===== src/rtl/scan_test_sequencer.sv =====
`default_nettype none
// ==========================================================================
// scan_test_sequencer : per-vector scan load / capture / unload and compare
// Rev 1.0
// ==========================================================================
module scan_test_sequencer #(
   parameter int PI_W     = 8,
   parameter int SCAN_LEN = 26,
   parameter int SETTLE   = 2,
   parameter int CNT_W    = 16
) (
   input  logic                clk,
   input  logic                reset,
   input  logic                vec_valid,
   output logic                vec_ready,
   input  logic [PI_W-1:0]     vec_pi,
   input  logic [SCAN_LEN-1:0] vec_ppi,
   input  logic [PI_W-1:0]     exp_po,
   input  logic [SCAN_LEN-1:0] exp_ppo,
   output logic [PI_W-1:0]     core_pi,
   input  logic [PI_W-1:0]     core_po,
   output logic                scan_en,
   output logic                scan_in,
   input  logic                scan_out,
   output logic                core_ce,
   output logic                result_valid,
   output logic                result_pass,
   output logic [CNT_W-1:0]    vec_count,
   output logic [CNT_W-1:0]    fail_count
);
   localparam int c_MAXC = (SCAN_LEN > SETTLE) ? SCAN_LEN : SETTLE;
   localparam int c_BC_W = $clog2(c_MAXC + 1);
   localparam logic [c_BC_W-1:0] c_SCAN_LAST   = c_BC_W'(SCAN_LEN - 1);
   localparam logic [c_BC_W-1:0] c_SETTLE_LAST = c_BC_W'(SETTLE - 1);
   localparam logic [CNT_W-1:0]  c_CNT_MAX     = '1;

   localparam logic [2:0] c_IDLE    = 3'd0;
   localparam logic [2:0] c_LOAD    = 3'd1;
   localparam logic [2:0] c_APPLY   = 3'd2;
   localparam logic [2:0] c_CAPTURE = 3'd3;
   localparam logic [2:0] c_UNLOAD  = 3'd4;
   localparam logic [2:0] c_REPORT  = 3'd5;

   logic [2:0]          r_state;
   logic [2:0]          w_next_state;
   logic [c_BC_W-1:0]   r_bcnt;
   logic [PI_W-1:0]     r_pi;
   logic [PI_W-1:0]     r_exp_po;
   logic [SCAN_LEN-1:0] r_ppi;
   logic [SCAN_LEN-1:0] r_ppo;
   logic                r_flag;
   logic [CNT_W-1:0]    r_vec_cnt;
   logic [CNT_W-1:0]    r_fail_cnt;
   logic                w_accept;

   assign w_accept   = (r_state == c_IDLE) && vec_valid;
   assign vec_count  = r_vec_cnt;
   assign fail_count = r_fail_cnt;

   always_ff @(posedge clk) begin
      if (reset) r_state <= c_IDLE;
      else       r_state <= w_next_state;
   end

   always_comb begin
      w_next_state = r_state;
      case (r_state)
         c_IDLE:    if (w_accept) w_next_state = c_LOAD;
         c_LOAD:    if (r_bcnt == c_SCAN_LAST) w_next_state = c_APPLY;
         c_APPLY:   if (r_bcnt == c_SETTLE_LAST) w_next_state = c_CAPTURE;
         c_CAPTURE: w_next_state = c_UNLOAD;
         c_UNLOAD:  if (r_bcnt == c_SCAN_LAST) w_next_state = c_REPORT;
         c_REPORT:  w_next_state = c_IDLE;
         default:   w_next_state = c_IDLE;
      endcase
   end

   always_comb begin
      vec_ready    = 1'b0;
      core_pi      = '0;
      scan_en      = 1'b0;
      scan_in      = 1'b0;
      core_ce      = 1'b0;
      result_valid = 1'b0;
      result_pass  = 1'b0;
      case (r_state)
         c_IDLE:    vec_ready = 1'b1;
         c_LOAD: begin
            scan_en = 1'b1;
            core_ce = 1'b1;
            scan_in = r_ppi[SCAN_LEN-1];
         end
         c_APPLY:   core_pi = r_pi;
         c_CAPTURE: begin
            core_pi = r_pi;
            core_ce = 1'b1;
         end
         c_UNLOAD: begin
            core_pi = r_pi;
            scan_en = 1'b1;
            core_ce = 1'b1;
         end
         c_REPORT: begin
            core_pi      = r_pi;
            result_valid = 1'b1;
            result_pass  = ~r_flag;
         end
         default: ;
      endcase
   end

   // Scan-in and expected-PPO registers shift left so the MSB is always the current bit.
   always_ff @(posedge clk) begin
      if (reset) begin
         r_bcnt     <= '0;
         r_pi       <= '0;
         r_exp_po   <= '0;
         r_ppi      <= '0;
         r_ppo      <= '0;
         r_flag     <= 1'b0;
         r_vec_cnt  <= '0;
         r_fail_cnt <= '0;
      end else begin
         if (w_next_state != r_state)
            r_bcnt <= '0;
         else if (r_state == c_LOAD || r_state == c_APPLY || r_state == c_UNLOAD)
            r_bcnt <= r_bcnt + 1'b1;

         case (r_state)
            c_IDLE: if (w_accept) begin
               r_pi     <= vec_pi;
               r_ppi    <= vec_ppi;
               r_exp_po <= exp_po;
               r_ppo    <= exp_ppo;
               r_flag   <= 1'b0;
            end
            c_LOAD:    r_ppi <= r_ppi << 1;
            c_CAPTURE: if (core_po != r_exp_po) r_flag <= 1'b1;
            c_UNLOAD: begin
               if (scan_out != r_ppo[SCAN_LEN-1]) r_flag <= 1'b1;
               r_ppo <= r_ppo << 1;
            end
            c_REPORT: begin
               if (r_vec_cnt != c_CNT_MAX) r_vec_cnt <= r_vec_cnt + 1'b1;
               if (r_flag && (r_fail_cnt != c_CNT_MAX)) r_fail_cnt <= r_fail_cnt + 1'b1;
               r_flag <= 1'b0;
            end
            default: ;
         endcase
      end
   end
endmodule
`default_nettype wire


===== config.mk =====
export PLATFORM = sky130hd
export DESIGN_NAME = scan_test_sequencer
export DESIGN_NICKNAME = d
export VERILOG_FILES = /design/src/rtl/scan_test_sequencer.sv
export SDC_FILE = /design/constraint.sdc
export NUM_CORES = 1
export LEC_CHECK = 0
export BUFFER_PORTS_ARGS = -buffer_cell sky130_fd_sc_hd__buf_2
export CAP_MARGIN = 20
export CORE_UTILIZATION = 58
export DETAILED_ROUTE_END_ITERATION = 16
export PLACE_DENSITY = 0.93
export RECOVER_POWER = 100
export SETUP_SLACK_MARGIN = 0.05
export SYNTH_ARGS = -nofsm -noshare
export SYNTH_HDL_FRONTEND = slang
export SYNTH_SLANG_ARGS = --single-unit

===== constraint.sdc =====
create_clock -name clk -period 4.3 [get_ports clk]
set_input_delay 0.215 -clock clk [delete_from_list [all_inputs] [get_ports clk]]
set_output_delay 0.215 -clock clk [all_outputs]
set_load 0.02 [all_outputs]

# After elaboration in Yosys (flattened, before gate mapping)
# Index checks and enable logic that the tools add are counted.
# totals
register_bits,109
in_bits,80
# classes
n_addsub,3
n_reduce_logical,18
bitwise_logic,1
eq_ne,15
muxes,20
# op_table
cell,count
26-bit case mux with 2 select lines,2
26-bit two-way mux,2
16-bit by 1-bit adder with 16-bit output (second input constant),2
16-bit != test (second input constant),2
3-bit case mux with 5 select lines,1
3-bit two-way mux,4
2-bit AND reduction,5
1-bit two-way mux,9
8-bit two-way mux,1
8-bit != test,1
3-bit by 2-bit equality test with 1-bit output (second input constant),2
3-bit equality test (second input constant),2
5-bit by 1-bit adder with 5-bit output (second input constant),1
5-bit by 1-bit equality test with 1-bit output (second input constant),1
5-bit equality test (second input constant),1
2-bit != test (second input constant),2
1-bit case mux with 4 select lines,1
4-bit AND reduction,1
2-bit nonzero test,2
4-bit nonzero test,1
2-bit OR reduction,2
4-bit OR reduction,1
3-bit by 1-bit equality test with 1-bit output (second input constant),1
3-bit logical NOT,1
other kinds (7),9

# Longest topological paths before layout
# depth
depth_word,6
ltp_mapped,7
ltp_nobuf,6

# Least setup slack after synthesis
# No wires, ideal clock.
# synth_timing
path_kind,reg-to-reg
from,register r_fail_cnt[0] (netlist: fail_count[0])
to,register r_fail_cnt[14] (netlist: fail_count[14])
t_arrival_ns,2.052
path_stages_with_launch,7
synth_period_minus_slack_ns,2.122
slack_ns,2.178
cell_sequence,dfxtp_1 -> ha_1 -> nand2_1 -> or4_1 -> clkbuf_2 -> or4_1 -> a21oi_1
# synth_via
elab_chain_cells,3
elab_cells_between_ends,4
classes_between,add/sub (1); eq/ne (1); reduce/logical (2)
# synth_lines
item,line_no,source
start: declaration,53,logic [CNT_W-1:0] r_fail_cnt;
start signal: assignment,145,if (r_flag && (r_fail_cnt != c_CNT_MAX)) r_fail_cnt <= r_fail_cnt + 1'b1;
"parallel branches: the longest is 3 deep, another holds 16-bit by 1-bit adder with 16-bit output",n/a,
# Parallel ways; which one is timed is not known.
# A chain may end at the register's enable or synchronous reset.

# Worst setup path after layout
# layout_timing
from,register r_state[1]
to,register r_bcnt[1]
# layout_via
elab_chain_cells,6
elab_cells_between_ends,15
classes_between,eq/ne (5); mux (5); reduce/logical (5)
# layout_lines
item,line_no,source
start: declaration,44,logic [2:0] r_state;
start signal: assignment,61,if (reset) r_state <= c_IDLE;
start signal: assignment,62,else r_state <= w_next_state;
3-bit logical NOT,"56, 67",
1-bit logical AND,56,assign w_accept = (r_state == c_IDLE) && vec_valid;
3-bit two-way mux,68,c_IDLE: if (w_accept) w_next_state = c_LOAD;
3-bit case mux with 5 select lines,67,case (r_state)
3-bit != test,124,if (w_next_state != r_state)
2-bit OR reduction (no line),n/a,
end signal: assignment,127,r_bcnt <= r_bcnt + 1'b1;
end: declaration,46,logic [c_BC_W-1:0] r_bcnt;
# Several ways; a longest one is shown, not always the timed one.

==> results by group <==
Run status
  • Status: finished with violations
  • Failing checks: capacitance limit, slew limit

Global routing
  • Number of global-route vias before repair: roughly 4,700
  • Initial antenna violation count: 0
  • Final global-route overflow total: 0
  • Global Route Usage Sum: 0.269
  • Largest net degree at the start of global routing: 77
  • Global-route wire length before repair: about 20,000 microns

Clocking
  • Total clock buffers created by CTS: 9
  • Number of buffers inserted by post-CTS setup repair: 0
  • Root buffer selected by CTS: sky130_fd_sc_hd__clkbuf_8
  • Max H-tree Level: 3
  • Largest buffer count on any clock path: 2
  • Skew-Pair Late Insertion Delay: 0.37 ns
  • CTS-repair resized insts: 0
  • # clock sinks: roughly 110
  • Hold-fix buffer count after cts: 0
  • Clock tree from TritonCTS: done
  • Clock-pin slew on the worst setup and hold paths: ~0.10 ns

Synthesis
  • Sequential cell area fraction in the yosys report: 0.427
  • Xor/xnor cell area share of the yosys netlist: 0.0206
  • Unique cell type count in the Yosys netlist: 51
  • Share of cell area taken by muxes after synthesis: 0.0304
  • Synth Area in Compound Gates: 0.184
  • Yosys warning count: 0
  • Number of flip-flops and latches in the synthesized netlist: approximately 110
  • Dominant cell type by area after synthesis: sky130_fd_sc_hd__dfxtp_1
  • Asr flop ratio synth: 0
  • Most common flop cell mapped by yosys: sky130_fd_sc_hd__dfxtp_1
  • Mean instance size in the synthesized netlist: about 7.9 sq um
  • Combinational family with the most area after synthesis: simple AND/OR/NAND/NOR gates
  • Cells after Synth: around 650
  • Post-Synth Simple-Gate Area: 0.284
  • Number of enable flip-flop cells after synthesis: 0
  • Yosys top cell area share: 0.427
  • Cell types occupying the most area after synthesis: sky130_fd_sc_hd__dfxtp_1, sky130_fd_sc_hd__nand2_1, sky130_fd_sc_hd__a311oi_1
  • Post-Synthesis Net Count: 732
  • Post-synthesis share of cell area spent on full adders, half adders and majority gates: 0.00980
  • Summed instance area of the synthesized netlist: between 0.005 and 0.006 sq mm

Min path
  • Class of the tightest hold or removal check: input pin to flip-flop

Run
  • Max-cap viol count: 2

Pwr
  • Static Leak: 2.23 nW
  • Design internal power: roughly 1.4 mW
  • Share of power burned in registers: 0.566
  • Largest vdd supply drop: 0.000196 V
  • Power per standard cell area: approximately 330 mW/mm^2
  • Net Sw Frac: 0.256
  • Overall power: between 1.5 and 2 mW
  • Fraction of power consumed by combinational cells: 0.111
  • Power spent charging and discharging nets: just under 0.5 mW
  • Clk network pwr share: 0.324

Drt
  • Total routed wirelength: approximately 12,000 microns
  • Average via count per standard cell: around 6
  • Total DRC errors in the routed layout: 0
  • Iteration-0 DRC count of the detailed router: between 200 and 300
  • Number of nets still failing antenna checks after routing: 0
  • Final routed wire length divided by cell count: between 10 and 15 microns
  • Routed vias: 5,037
  • First-pass iteration count of the detailed router: 6

Timing
  • Sum of negative setup slack: 0 ns
  • Actual slew at the worst max-slew pin: between 1.5 and 2 ns
  • Final slew viol count: ~110
  • Final setup viols: 0
  • Highest achievable clock rate: 328 MHz
  • Final Cycle Share: 0.709
  • Unrepaired setup endpoints after global routing: no
  • Max_slew headroom: -0.0943
  • Worst hold slack across all endpoints: 0.0768 ns
  • Clock period minus worst slack: 3.05 ns
  • Worst clock skew: about 0.013 ns
  • Final hold vios: 0

Cells and area
  • Total area of sequential cells: 0.00218 sq mm
  • Leading cell type in the layout, fill and taps excluded: sky130_fd_sc_hd__nand2_1
  • Layout area overhead: 14.6%
  • Proportion of layout cells with a drive suffix above 1: 0.157
  • Final core utilization: 0.698
  • Filler Cells Inserted: ~660
  • Diodes inserted: 0
  • Final-stage net count: a little over 800
  • Commonest non-fill, non-tap cells in the layout: sky130_fd_sc_hd__nand2_1, sky130_fd_sc_hd__dfxtp_1, sky130_fd_sc_hd__buf_2
  • Total area of multi-input combinational cells: 0.00268 sq mm
  • Final Cell Area: between 0.005 and 0.006 sq mm

Critical path
  • Crit start category: flip-flop
  • Critical Path End Type: flip-flop
  • Delay of the slowest critical-path stage: 1.30 ns
  • Master of the slowest instance on the critical path: sky130_fd_sc_hd__or3b_1
  • Worst Path Buf+Inv: 0
  • Worst Setup Path Type: flip-flop to flip-flop
  • Largest fanout of any net on the critical path: between 50 and 60
  • Crit path DAT: approximately 3.3 ns
  • Critical path's top delay family: simple AND/OR/NAND/NOR gates
  • Critical path, cell by cell: or3b_1, o21ai_0, a221oi_1
  • CP required: between 4 and 5 ns

Placement
  • RePlAce Congestion: roughly 0.84
  • Count of port buffers added during placement: 125
  • Post-DP HPWL: 8320 microns
  • Post-placement cell area: 0.00572 sq mm

Floorplan
  • Die Y-Extent: between 90 and 100 microns
  • Number of placed I/O pins: approximately 130
  • Die W: approximately 96 microns
  • Rows: 33
  • Area inside the core boundary: approximately 0.0084 sq mm
  • Die area: between 0.009 and 0.01 sq mm
  • Effective utilization at floorplan: 0.609
==> cells by family after synthesis <==
logic type                 count (synthesis)
xor gates and xnor gates                  12
adders and majority gates                  4
DFF                                      109
and+or+nand+nor                          319
buffers and inverters                     59
AOI/OAI and AO/OA                        131
muxes                                     14
==> registers in the layout, indices dropped and copies added (netlist names) <==
| signal | count |
|---|---|
| r_ppo | 26 |
| r_flag | 1 |
| vec_count | 16 |
| r_exp_po | 8 |
| fail_count | 16 |
| r_state | 3 |
| r_pi | 8 |
| r_bcnt | 5 |
| r_ppi | 26 |
==> stage by stage <==
step	worst slack, ns	std cells
after floorplan	2.18	648
after global placement	1.91	835
after detailed placement	1.85	835
after CTS	1.75	851
after global routing	0.884	852
final	1.25	852
==> layer usage <==
metal,global-route usage,wire length (microns)
met1,0.318,5220
met2,0.469,5970
met3,0.0624,875
met4,0.111,264
met5,0,0
==> worst register-to-register path, delay by kind of cell (launching register included) <==
family / cells / cell delay [ns]
AO/OA/AOI/OAI: 2 / 1.03
AND/OR/NAND/NOR: 1 / 1.30
flip-flops: 1 / 0.61
==> synthesized netlist by cell type (3+ instances only) <==
cell type                  number
sky130_fd_sc_hd__or4_1         10
sky130_fd_sc_hd__a221oi_1       3
sky130_fd_sc_hd__o21a_1         3
sky130_fd_sc_hd__nand4_1        9
sky130_fd_sc_hd__nor2b_1       11
sky130_fd_sc_hd__nor2_1        72
sky130_fd_sc_hd__nand2_1      152
sky130_fd_sc_hd__o31ai_1        6
sky130_fd_sc_hd__mux2_2        12
sky130_fd_sc_hd__buf_2          3
sky130_fd_sc_hd__a22oi_1        3
sky130_fd_sc_hd__a21oi_1       35
sky130_fd_sc_hd__a31oi_1        5
sky130_fd_sc_hd__inv_1         13
sky130_fd_sc_hd__ha_1           4
sky130_fd_sc_hd__dfxtp_1      109
sky130_fd_sc_hd__clkbuf_1      40
sky130_fd_sc_hd__nor4_1         5
sky130_fd_sc_hd__nand3_1       15
sky130_fd_sc_hd__xnor2_1       11
sky130_fd_sc_hd__and2_1         8
sky130_fd_sc_hd__nor3_1        14
sky130_fd_sc_hd__o41ai_1        3
sky130_fd_sc_hd__o21ai_0       11
sky130_fd_sc_hd__a311oi_1      50
sky130_fd_sc_hd__or3_1          9
==> power by group through the flow <==
stage / Clock (mW) / Sequential, mW / Combinational [mW]
floorplan: 0 / 1.11 / 0.150
global placement: 0 / 1.11 / 0.205
detailed placement: 0 / 1.12 / 0.215
CTS: 0.635 / 1.09 / 0.215
global route: 0.669 / 1.10 / 0.240
finish: 0.627 / 1.09 / 0.215
==> worst paths after layout <==
kind | from | to | slack (ns) | cells past startpoint
worst max register to register | r_state[1]$_SDFF_PP0_ | r_bcnt[1]$_SDFFE_PP0P_ | 1.25 | 3
worst min-delay path | exp_po[1] | r_exp_po[1]$_SDFFE_PP0P_ | 0.08 | 3
worst min register to register | r_pi[3]$_SDFFE_PP0P_ | r_pi[3]$_SDFFE_PP0P_ | 0.46 | 2
worst max-delay path | r_state[1]$_SDFF_PP0_ | r_bcnt[1]$_SDFFE_PP0P_ | 1.25 | 3
==> layout make-up <==
cell class,count,share of cell area
Clock inverter,4,0.00941
Timing Repair Buffer,129,0.104
Inverter,13,0.00834
Tap cell,105,0.0224
Sequential cell,109,0.373
Clock buffer,12,0.0248
Multi-Input combinational cell,480,0.459
No activity file was read; power rests on OpenSTA's default activity.
